**src/rtl/keypad_scanner.sv**
```systemverilog
// ---------------------------------------------------------------------------
// keypad_scanner
//
// Scans a 4x4 active-low matrix keypad. One column is driven low at a time.
// The four row lines are read back through a two-flop synchroniser. Each full
// scan (columns 0..3) reduces to "was any key down, and which one came first".
// A small FSM debounces that per-scan result into an accepted key code with a
// one-cycle valid strobe and a held-key level.
//
// Parameters
//   SCAN_PERIOD     clock cycles each column stays driven (>= 4)
//   DEBOUNCE_SCANS  consecutive identical full scans needed to accept a press
//                   or a release (>= 1)
//
// Ports
//   clk_i          system clock
//   rst_i          asynchronous, active-low reset
//   row_i[3:0]     keypad rows, active-low, asynchronous to clk_i
//   col_o[3:0]     keypad columns, active-low, exactly one bit low
//   key_o[3:0]     last accepted key, {row_idx[1:0], col_idx[1:0]}
//   key_valid_o    one-cycle pulse when a new key is accepted
//   key_pressed_o  high while the accepted key is considered held
// ---------------------------------------------------------------------------
module keypad_scanner #(
    parameter int SCAN_PERIOD    = 27000,
    parameter int DEBOUNCE_SCANS = 4
) (
    input  logic       clk_i,
    input  logic       rst_i,
    input  logic [3:0] row_i,
    output logic [3:0] col_o,
    output logic [3:0] key_o,
    output logic       key_valid_o,
    output logic       key_pressed_o
);

    localparam int CNT_W = $clog2(SCAN_PERIOD);
    localparam int DB_W  = $clog2(DEBOUNCE_SCANS + 1);

    localparam logic [CNT_W-1:0] SCAN_RELOAD = CNT_W'(SCAN_PERIOD - 1);
    localparam logic [CNT_W-1:0] CNT_ZERO    = '0;
    localparam logic [DB_W-1:0]  DB_TARGET   = DB_W'(DEBOUNCE_SCANS);
    localparam logic [DB_W-1:0]  DB_ONE      = DB_W'(1);
    localparam logic [DB_W-1:0]  DB_ZERO     = '0;

    localparam logic [1:0] IDLE     = 2'd0;
    localparam logic [1:0] DEBOUNCE = 2'd1;
    localparam logic [1:0] PRESSED  = 2'd2;
    localparam logic [1:0] RELEASE  = 2'd3;

    // Row synchroniser
    logic [3:0] row_meta;
    logic [3:0] row_sync;

    // Column timing
    logic [CNT_W-1:0] scan_cnt;
    logic [1:0]       col_idx;
    logic             sample;

    // Row decode for the current column
    logic       row_hit;
    logic [1:0] row_idx;

    // Per-scan accumulator and registered scan result
    logic       acc_found;
    logic [3:0] acc_code;
    logic       scan_found;
    logic [3:0] scan_code;
    logic       scan_done;

    // Debounce FSM
    logic [1:0]      state;
    logic [3:0]      cand;
    logic [DB_W-1:0] cnt;
    logic [DB_W-1:0] cnt_next;

    // Two-flop synchroniser. It resets to "no rows low" so that no phantom
    // key appears while the flops refill after reset.
    always_ff @(posedge clk_i or negedge rst_i) begin
        if (!rst_i) begin
            row_meta <= 4'b1111;
            row_sync <= 4'b1111;
        end else begin
            row_meta <= row_i;
            row_sync <= row_meta;
        end
    end

    // The sample point is the last cycle of each column. By then the
    // synchronised rows reflect the column that has been driven for at least
    // SCAN_PERIOD-2 cycles.
    assign sample = (scan_cnt == CNT_ZERO);

    // Column down-counter and column rotation. col_o is kept as its own
    // register, not decoded from col_idx, so the pins never glitch.
    always_ff @(posedge clk_i or negedge rst_i) begin
        if (!rst_i) begin
            scan_cnt <= SCAN_RELOAD;
            col_idx  <= 2'd0;
            col_o    <= 4'b1110;
        end else if (sample) begin
            scan_cnt <= SCAN_RELOAD;
            col_idx  <= col_idx + 2'd1;
            col_o    <= {col_o[2:0], col_o[3]};
        end else begin
            scan_cnt <= scan_cnt - 1'b1;
        end
    end

    // Lowest pressed row wins within a column.
    always_comb begin
        row_hit = 1'b1;
        row_idx = 2'd0;
        if (!row_sync[0]) begin
            row_idx = 2'd0;
        end else if (!row_sync[1]) begin
            row_idx = 2'd1;
        end else if (!row_sync[2]) begin
            row_idx = 2'd2;
        end else if (!row_sync[3]) begin
            row_idx = 2'd3;
        end else begin
            row_hit = 1'b0;
        end
    end

    // Per-scan capture. Columns are visited in ascending order, so keeping
    // only the first hit gives column-first, then row, priority. On the
    // column-3 sample the result is published and the accumulator cleared.
    // A hit in column 3 only counts if nothing was found earlier.
    always_ff @(posedge clk_i or negedge rst_i) begin
        if (!rst_i) begin
            acc_found  <= 1'b0;
            acc_code   <= 4'd0;
            scan_found <= 1'b0;
            scan_code  <= 4'd0;
        end else if (sample) begin
            if (col_idx == 2'd3) begin
                scan_found <= acc_found | row_hit;
                if (acc_found) begin
                    scan_code <= acc_code;
                end else if (row_hit) begin
                    scan_code <= {row_idx, col_idx};
                end else begin
                    scan_code <= 4'd0;
                end
                acc_found <= 1'b0;
                acc_code  <= 4'd0;
            end else if (!acc_found && row_hit) begin
                acc_found <= 1'b1;
                acc_code  <= {row_idx, col_idx};
            end
        end
    end

    // scan_done is high for exactly the cycle after the column-3 sample,
    // which is when scan_found/scan_code are fresh.
    always_ff @(posedge clk_i or negedge rst_i) begin
        if (!rst_i) begin
            scan_done <= 1'b0;
        end else begin
            scan_done <= sample && (col_idx == 2'd3);
        end
    end

    assign cnt_next = cnt + DB_ONE;

    // Debounce FSM. It only moves on scan_done cycles. Press and release use
    // the same scan count. A single bouncing scan during RELEASE drops back
    // to PRESSED without a new strobe, so a held key reports exactly once.
    always_ff @(posedge clk_i or negedge rst_i) begin
        if (!rst_i) begin
            state         <= IDLE;
            cand          <= 4'd0;
            cnt           <= DB_ZERO;
            key_o         <= 4'd0;
            key_valid_o   <= 1'b0;
            key_pressed_o <= 1'b0;
        end else begin
            key_valid_o <= 1'b0;
            if (scan_done) begin
                case (state)
                    IDLE: begin
                        if (scan_found) begin
                            cand <= scan_code;
                            if (DB_TARGET == DB_ONE) begin
                                key_o         <= scan_code;
                                key_valid_o   <= 1'b1;
                                key_pressed_o <= 1'b1;
                                cnt           <= DB_ZERO;
                                state         <= PRESSED;
                            end else begin
                                cnt   <= DB_ONE;
                                state <= DEBOUNCE;
                            end
                        end
                    end

                    DEBOUNCE: begin
                        if (!scan_found) begin
                            cnt   <= DB_ZERO;
                            state <= IDLE;
                        end else if (scan_code == cand) begin
                            if (cnt_next == DB_TARGET) begin
                                key_o         <= cand;
                                key_valid_o   <= 1'b1;
                                key_pressed_o <= 1'b1;
                                cnt           <= DB_ZERO;
                                state         <= PRESSED;
                            end else begin
                                cnt <= cnt_next;
                            end
                        end else begin
                            cand <= scan_code;
                            cnt  <= DB_ONE;
                        end
                    end

                    PRESSED: begin
                        if (!scan_found) begin
                            if (DB_TARGET == DB_ONE) begin
                                key_pressed_o <= 1'b0;
                                cnt           <= DB_ZERO;
                                state         <= IDLE;
                            end else begin
                                cnt   <= DB_ONE;
                                state <= RELEASE;
                            end
                        end
                    end

                    RELEASE: begin
                        if (scan_found) begin
                            cnt   <= DB_ZERO;
                            state <= PRESSED;
                        end else if (cnt_next == DB_TARGET) begin
                            key_pressed_o <= 1'b0;
                            cnt           <= DB_ZERO;
                            state         <= IDLE;
                        end else begin
                            cnt <= cnt_next;
                        end
                    end

                    default: begin
                        cnt   <= DB_ZERO;
                        state <= IDLE;
                    end
                endcase
            end
        end
    end

endmodule

```
**config.mk**
```make
export PLATFORM = sky130hd
export DESIGN_NAME = keypad_scanner
export DESIGN_NICKNAME = d
export VERILOG_FILES = /design/src/rtl/keypad_scanner.sv
export SDC_FILE = /design/constraint.sdc
export NUM_CORES = 1
export LEC_CHECK = 0
export ABC_AREA = 1
export CORE_ASPECT_RATIO = 1.75
export CORE_MARGIN = 10
export CORE_UTILIZATION = 35
export CTS_BUF_LIST = sky130_fd_sc_hd__clkbuf_8 sky130_fd_sc_hd__clkbuf_16
export CTS_CLUSTER_DIAMETER = 30
export DETAILED_ROUTE_END_ITERATION = 8
export SKIP_CTS_REPAIR_TIMING = 1
export SLEW_MARGIN = 10
export SYNTH_ARGS = -nofsm -noshare
export SYNTH_HDL_FRONTEND = slang
export SYNTH_SLANG_ARGS = --single-unit
export TNS_END_PERCENT = 20
```
**constraint.sdc**
```tcl
create_clock -name clk_i -period 1.4 [get_ports clk_i]
set_input_delay 0.21 -clock clk_i [delete_from_list [all_inputs] [get_ports clk_i]]
set_output_delay 0.21 -clock clk_i [all_outputs]
set_load 0.01 [all_outputs]
```
* Yosys cells after proc, flatten, opt, wreduce, memory -nomap -nowiden
Cells that the tools add are included.
** Word-level totals
- Flip-flop bits (word level) :: 55
- Bits of input ports :: 6
- Output and inout bits :: 10
- Word-level logic and storage cells :: 97
** Operators by class
- $add $sub $neg :: 3
- Equality and inequality tests :: 17
- Multiplexer cells :: 45
- Bitwise gates (word level) :: 1
- Reductions and logical operators :: 15
** Operators by type and width (count)
- 2-to-1 mux 4 bit :: 7
- 2-to-1 mux 2 bit :: 11
- 2-to-1 mux 3 bit :: 6
- 2-to-1 mux 1 bit :: 16
- != test 2 bit (second input constant) :: 8
- logical NOT 15 bit :: 1
- 2-to-1 mux 15 bit :: 1
- subtractor 15 x 1 -> 15 bit (second input constant) :: 1
- one-hot mux 3 bit (4 select lines) :: 1
- AND reduction 5 bit :: 2
- != test 3 bit (second input constant) :: 3
- one-hot mux 2 bit (4 select lines) :: 1
- one-hot mux 4 bit (2 select lines) :: 1
- AND reduction 7 bit :: 1
- == test 2 bit (second input constant) :: 3
- AND reduction 6 bit :: 1
- nonzero test 2 bit :: 3
- == test 4 bit :: 1
- AND reduction 2 bit :: 2
- adder 3 x 1 -> 3 bit (second input constant) :: 1
- == test 3 bit (second input constant) :: 1
- AND reduction 3 bit :: 1
- adder 2 x 1 -> 2 bit (second input constant) :: 1
- == test 2 x 1 -> 1 bit (second input constant) :: 1
- 5 further kinds :: 6

* Logic depth before layout (Yosys ltp)
Gate-level depths: netlist of run 1.
- Depth in word-level cells :: 7
- Depth in mapped cells :: 9
- Gate-level depth less buffers :: 9

* Worst setup path before layout of run 1
OpenSTA, ideal clock, no wires.
- Kind :: register -> register
- Start :: register scan_cnt[0]
- End :: register acc_found
- Setup time :: 0.074 ns
- Arrival time :: 1.369 ns
- Data required time :: 1.326 ns
- Slack :: -0.043 ns
- Stages on the path, launching flop included :: 10
- Buffers on the path :: 0
- Cells stage by stage :: dfstp_2 -> inv_1 -> ha_1 -> nand2_1 -> nor3_4 -> nand2_4 -> clkinv_4 -> nand2_4 -> nand2_1 -> o21ai_2
** Between the ends
- Cells in the longest elaborated chain, start to end :: 2
** RTL lines
- start: declaration :: RTL line 56 : logic [CNT_W-1:0] scan_cnt;
- start signal: assignment :: RTL line 106 : scan_cnt <= scan_cnt - 1'b1;
- logical NOT 15 bit :: RTL line 92 : assign sample = (scan_cnt == CNT_ZERO);
- AND reduction 2 bit (no line)
- end signal: assignment :: RTL line 133 : acc_found <= 1'b0;
- end signal: assignment :: RTL line 147 : acc_found <= 1'b0;
- end signal: assignment :: RTL line 150 : acc_found <= 1'b1;
- end: declaration :: RTL line 65 : logic acc_found;
Every way passes these cells.
A chain may end at the register's enable or synchronous reset.

* Worst setup path in the final report of run 1
- Start :: register scan_cnt[0]
- End :: register scan_cnt[8]
** Between the ends
- Cells in the longest elaborated chain, start to end :: 2
- Elaborated cells on any way between the ends :: 3
** RTL lines
- subtractor 15 x 1 -> 15 bit / logical NOT 15 bit (equally long branches) :: RTL line 106, 92
- 2-to-1 mux 15 bit * :: RTL line 101 : end else if (sample) begin
Every way passes the cells marked *; elsewhere a longest branch is shown, timed or not.

==> flow_metrics.py, run 1 <==
metrics = {
    "clocking": {
        "cts_buffer_depth": 2,
        "numCtsBuffers": 5,
        "cts_tree": "done",
        "clk_latency_ps": 300,
        "cts-root-buf": "clkbuf_16",
        "clkTransAtPathRegs_ps": 70,
        "cts_sinks": 55,
        "cts_htree_levels": 2,
    },
    "timing": {
        "min_period_ps": 1450,
        "rsz0062_at_grt": "true",
        "hold_viol": 0,
        "worst_slack_ps": -52.6,
        "worstMarginPinSlew_ps": 322,
        "setup_viol": 7,
        "fmax_ghz": 0.688,
        "final_max_slew_viol_count": 0,
        "maxSlewHeadroom_pct": 78.3,
        "skew_ps": 7.29,
        "period_share_pct": 104,
    },
    "detailed_routing": {
        "viasPerCell": 4.83,
        "wl_mm": 5.79,
        "drtPass1Iterations": 4,
        "num_vias": 2262,
        "drtIter0Drc": 141,
        "route.detailed.wl_per_inst_microns": 12.4,
        "drtAntennaViolNets": 0,
        "drcViolationCount": 0,
    },
    "setup_path": {
        "path_cells": "inv_2, ha_1, nand2_2, nor2_2, nand2_1, inv_1, nand2_1, buf_4, nand3_1",
        "crit_required_ps": 1620,
        "endpoint_kind": "flip-flop",
        "arrival_ps": 1670,
        "worstPathMaxFanout": 3,
        "critical_path.top_delay_family": "flip-flops",
        "slowest_delay_ps": 540,
        "worst_path_most_repeated_cell": "nand2_1",
        "cp.buffers_inverters": 3,
        "setup.worst_path.start": "scan_cnt[0]",
        "crit_slowest_cell": "dfstp_2",
        "startpoint_type": "flip-flop",
        "criticalPathCategory": "reg -> reg",
        "rr_startpoint": "scan_cnt[0]",
    },
    "logic_synthesis": {
        "synthFlopType": "dfrtp_1",
        "synth_edf_count": 0,
        "yosysSeqAreaShare_pct": 50.1,
        "postSynthCellCount": 338,
        "synth_area_per_cell_sq_um": 8.28,
        "postSynth.asyncResetShare_pct": 100,
        "synth_fp_nets": 351,
        "syn_area_sq_um": 2800,
        "ys_types": 31,
        "ys_warn_count": 0,
        "synth-seq-cells": 55,
    },
    "run_status": {
        "failed_checks": "negative setup slack",
        "status": "finished with violations",
    },
    "layout": {
        "mostFrequentLayoutCell": "nand2_1",
        "antenna_cells": 0,
        "regArea_sq_um": 1400,
        "mostFrequentLayoutCells": "nand2_1 (94), inv_1 (37), dfrtp_1 (33)",
        "multi_input_area_sq_um": 1290,
        "area_growth_pct": 25.1,
        "fillerInstances": 771,
        "drive_gt1_share_pct": 27.5,
        "design_area_sq_um": 3500,
        "nets": 390,
    },
    "placement": {
        "preCtsSetupSlack_ps": -69.4,
        "placed_cell_area_sq_um": 3190,
        "dp_hpwl_mm": 4.31,
        "numPortBuffers": 15,
        "gp_congestion": 0.868,
    },
    "global_routing": {
        "grt_pass1_vias": 2263,
        "grt_max_degree": 56,
        "grt_pass1_wl_mm": 9.91,
        "gr-usage-all-layers_pct": 9.98,
        "antenna_found_initial": 0,
        "grt_overflow_total": 0,
    },
    "pwr": {
        "ir_drop_mv": 0.443,
        "leakagePower_nw": 1.87,
        "p_per_area_nw_per_um2": 846,
    },
    "die": {
        "rows": 43,
        "ios": 16,
        "die_h_microns": 138,
        "start_util_pct": 35.6,
        "core_sq_um": 7860,
        "fp.dieArea_sq_um": 12100,
        "dieWidth_microns": 87.6,
    },
    "min_path": {
        "hold_path_class": "in -> reg",
        "min-delay-start": "row_i[2]",
    },
    "flow_run": {
        "drv_cap": 0,
    },
}
metrics by stage:
step / hold slack, ps / utilization [%] / total power [mW] / TNS [ps] / cells
floorplan: -85.6 / - / 1.65 / 0 / 338
global placement: 235 / 40.6 / 1.70 / -73.4 / 457
detailed placement: 230 / 40.6 / 1.71 / -836 / 457
CTS: -90.7 / 42.6 / 3.02 / -1770 / 465
global route: 317 / 44.6 / 3.09 / -2020 / 468
finish: 325 / 44.6 / 2.96 / -106 / 468
cells by family after synthesis:
logic type               synth area share (%)
buffers and inverters                    7.51
AND/OR/NAND/NOR                          31.5
flip-flops                               50.1
AO/OA/AOI/OAI                            6.53
adder cells (fa/ha/maj)                  3.13
XOR/XNOR                                 1.25
worst register-to-register path, delay by kind of cell (launching register included):
kind,cells,cell delay [ps]
adder cells (fa/ha/maj),1,210
AND/OR/NAND/NOR,5,400
buffers and inverters,3,240
flip-flops,1,540
sequential cells by signal, indices dropped and copies added (netlist names), named ones only:
name,flops
scan_cnt,15
acc_code,4
cand,4
col_o,4
key_o,4
row_meta,4
row_sync,4
scan_code,4
cnt,3
col_idx,2
acc_found,1
key_pressed_o,1
key_valid_o,1
scan_done,1
scan_found,1
state,1
Yosys cell counts (2+ instances only):
library cell  count  area, sq um
nand2_4           4         45.0
nor3_4            2         32.5
nand2_1         104          390
nor2_4            2         22.5
o21ai_1           9         45.0
xor2_1            4         35.0
inv_1            41          154
nand4_1           2         12.5
nor2_1           22         82.6
nand2_2           5         31.3
inv_2             7         26.3
nand3_1          26          130
nand3b_1          2         15.0
nor2_2            5         31.3
buf_2             2         10.0
o21ai_2           2         17.5
dfstp_2          21          552
nor3_1            7         35.0
ha_1              7         87.6
dfrtp_1          34          851
o21ai_0          16         80.1
a21oi_1           5         25.0
cell type report:
cell class	count	share of cell area, %
multi-input combinational	231	36.9
inverter	49	5.47
clock inverter	2	0.465
timing repair buffer	35	9.86
tap	90	3.22
clock buffer	6	3.97
sequential	55	40.1
report_power, final:
part           internal [mW]  switching, mW
logic                 0.0209         0.0387
registers               1.61        0.00502
clock network          0.716          0.570
total                   2.35          0.614
layer usage:
metal | GRT usage, % | wire length [microns]
met5 | 0 | 0
met4 | 5.40 | 179
met3 | 2.35 | 186
met2 | 18.9 | 3370
met1 | 9.06 | 2050
final timing paths:
kind	to	slack [ps]	depth (start not counted)
hold reg to reg	row_sync[3]	350	0
setup reg to reg	scan_cnt[8]	-50	9
min in group asynchronous	cnt[1]	440	3
max in group asynchronous	scan_cnt[1]	670	3
hold / removal	row_meta[2]	320	1
setup / recovery	scan_cnt[8]	-50	9
(Power assumes the default switching activity.)
==> run 2: changes to the inputs <==
--- a/config.mk
+++ b/config.mk
@@ -10,7 +10,6 @@
 export CORE_MARGIN = 10
 export CORE_UTILIZATION = 35
 export CTS_BUF_LIST = sky130_fd_sc_hd__clkbuf_8 sky130_fd_sc_hd__clkbuf_16
-export CTS_CLUSTER_DIAMETER = 30
 export DETAILED_ROUTE_END_ITERATION = 8
 export SKIP_CTS_REPAIR_TIMING = 1
 export SLEW_MARGIN = 10
==> results of run 2 <==
Same layout as run 1: the final DEF is identical, and so are final timing and power.
==> run 3: changes to the inputs <==
--- a/config.mk
+++ b/config.mk
@@ -16,4 +16,4 @@
 export SYNTH_ARGS = -nofsm -noshare
 export SYNTH_HDL_FRONTEND = slang
 export SYNTH_SLANG_ARGS = --single-unit
-export TNS_END_PERCENT = 20
+export TNS_END_PERCENT = 30
==> flow_metrics.py, run 3 (synthesis gave the netlist of run 1 again) <==
metrics = {
    "layout": {
        "largest_reg_flops": 15,
        "drive_gt1_share_pct": 30.6,
        "regMostFlops": "scan_cnt",
        "final_core_util_pct": 45.2,
        "design_area_sq_um": 3550,
        "nets": 391,
        "mostFrequentLayoutCells": "nand2_1 (87), inv_1 (36), dfrtp_1 (33)",
        "mostFrequentLayoutCell": "nand2_1",
        "area_growth_pct": 26.8,
        "antenna_cells": 0,
    },
    "placement": {
        "gp_congestion": 0.868,
        "placed_cell_area_sq_um": 3190,
        "dp_hpwl_mm": 4.31,
        "numPortBuffers": 15,
        "preCtsSetupSlack_ps": -69.4,
    },
    "timing": {
        "worstMarginPinSlew_ps": 326,
        "setup_viol": 6,
        "worst_slack_ps": -56.2,
        "hold_viol": 0,
        "final_max_slew_viol_count": 0,
        "timing.setup.tns_ps": -247,
        "maxSlewHeadroom_pct": 78.1,
        "rsz0062_at_grt": "true",
        "whs_ps": 325,
        "period_share_pct": 104,
        "skew_ps": 7.62,
        "fmax_ghz": 0.687,
        "min_period_ps": 1460,
    },
    "detailed_routing": {
        "drtPass1Iterations": 4,
        "wl_mm": 5.83,
        "route.detailed.wl_per_inst_microns": 12.4,
        "drtIter0Drc": 153,
        "num_vias": 2257,
        "drcViolationCount": 0,
        "drtAntennaViolNets": 0,
        "viasPerCell": 4.81,
    },
    "clocking": {
        "cts-root-buf": "clkbuf_16",
        "clk_latency_ps": 300,
        "numCtsBuffers": 5,
        "cts_sinks": 55,
        "cts_buffer_depth": 2,
        "clkTransAtPathRegs_ps": 70,
        "cts_tree": "done",
        "cts_htree_levels": 2,
    },
    "setup_path": {
        "crit_required_ps": 1630,
        "arrival_ps": 1680,
        "r2r-end": "scan_code[1]",
        "crit_cells": 8,
        "endpoint_kind": "flip-flop",
        "reg2reg_slack_ps": -60,
        "worstPathMaxFanout": 7,
        "slowest_delay_ps": 450,
        "criticalPathCategory": "reg -> reg",
        "rr_startpoint": "scan_cnt[3]",
        "critical_path.top_delay_family": "simple AND/OR/NAND/NOR gates",
        "startpoint_type": "flip-flop",
        "crit_slowest_cell": "dfrtp_2",
        "r2r_cells": 8,
        "cp.buffers_inverters": 1,
        "path_cells": "nor2_2, nand2_4, nor3_4, nand2_4, buf_12, nor2_8, nand2_2, o21ai_1",
        "worst_path_most_repeated_cell": "nand2_4",
    },
    "min_path": {
        "min-delay-start": "row_i[2]",
        "hold_path_class": "in -> reg",
        "hold_end": "row_meta[2]",
        "whs_path_depth": 1,
    },
    "die": {
        "ios": 16,
        "fp.dieArea_sq_um": 12100,
        "start_util_pct": 35.6,
        "die_h_microns": 138,
        "dieWidth_microns": 87.6,
        "core_sq_um": 7860,
        "rows": 43,
    },
    "flow_run": {
        "drv_cap": 0,
    },
    "run_status": {
        "failed_checks": "negative setup slack",
        "status": "finished with violations",
    },
    "global_routing": {
        "grt_pass1_vias": 2263,
        "grt_overflow_total": 0,
        "gr-usage-all-layers_pct": 9.98,
        "antenna_found_initial": 0,
        "grt_max_degree": 56,
        "grt_pass1_wl_mm": 9.91,
    },
    "pwr": {
        "ir_drop_mv": 0.443,
        "leakagePower_nw": 1.91,
        "p_per_area_nw_per_um2": 835,
    },
}
## run 3: changes by cell type in the layout (fill, tap and decap cells not counted)
cell,change
buf_12,+1
ha_1,-1
ha_2,+1
inv_1,-1
inv_2,+1
nand2_1,-7
nand2_2,+7
o21ai_0,-1
o21ai_1,-1
o21ai_2,+2
## run 3: layout make-up
type / instances / area (sq um)
repair buffers: 36 / 365
flip-flops and latches: 55 / 1400
inverters: 49 / 191
well taps: 90 / 113
clock inverters: 2 / 16.3
fillers: 765 / 4310
clock buffers: 6 / 139
multi-input cells: 231 / 1320
## run 3: metrics by stage
step	std cells	total power [mW]
after floorplan	338	1.65
after global placement	457	1.70
after detailed placement	457	1.71
after CTS	465	3.02
after global routing	469	3.09
final	469	2.96
## run 3: power breakdown
part           internal (mW)  switching (mW)  leakage (nW)
Combinational         0.0209          0.0388          1.15
Clock                  0.716           0.571        0.0731
Sequential              1.61         0.00491         0.683
## run 3: worst max path at each step
| stage | from | end |
|---|---|---|
| detailed placement | scan_cnt[0] | scan_code[0] |
| global placement | scan_cnt[0] | scan_code[2] |
| global route | scan_cnt[3] | scan_code[2] |
| finish | scan_cnt[3] | scan_code[1] |
| CTS | col_o[3] | col_o[3] |
| floorplan | scan_cnt[0] | acc_found |
## run 3: per-layer routing
layer	GRT usage, %	vias to the layer above	share of wire (%)
li1	-	1134	-
met1	9.06	1081	35
met2	18.9	27	59
met3	2.35	15	2.6
met4	5.40	0	3.5
met5	0	-	0
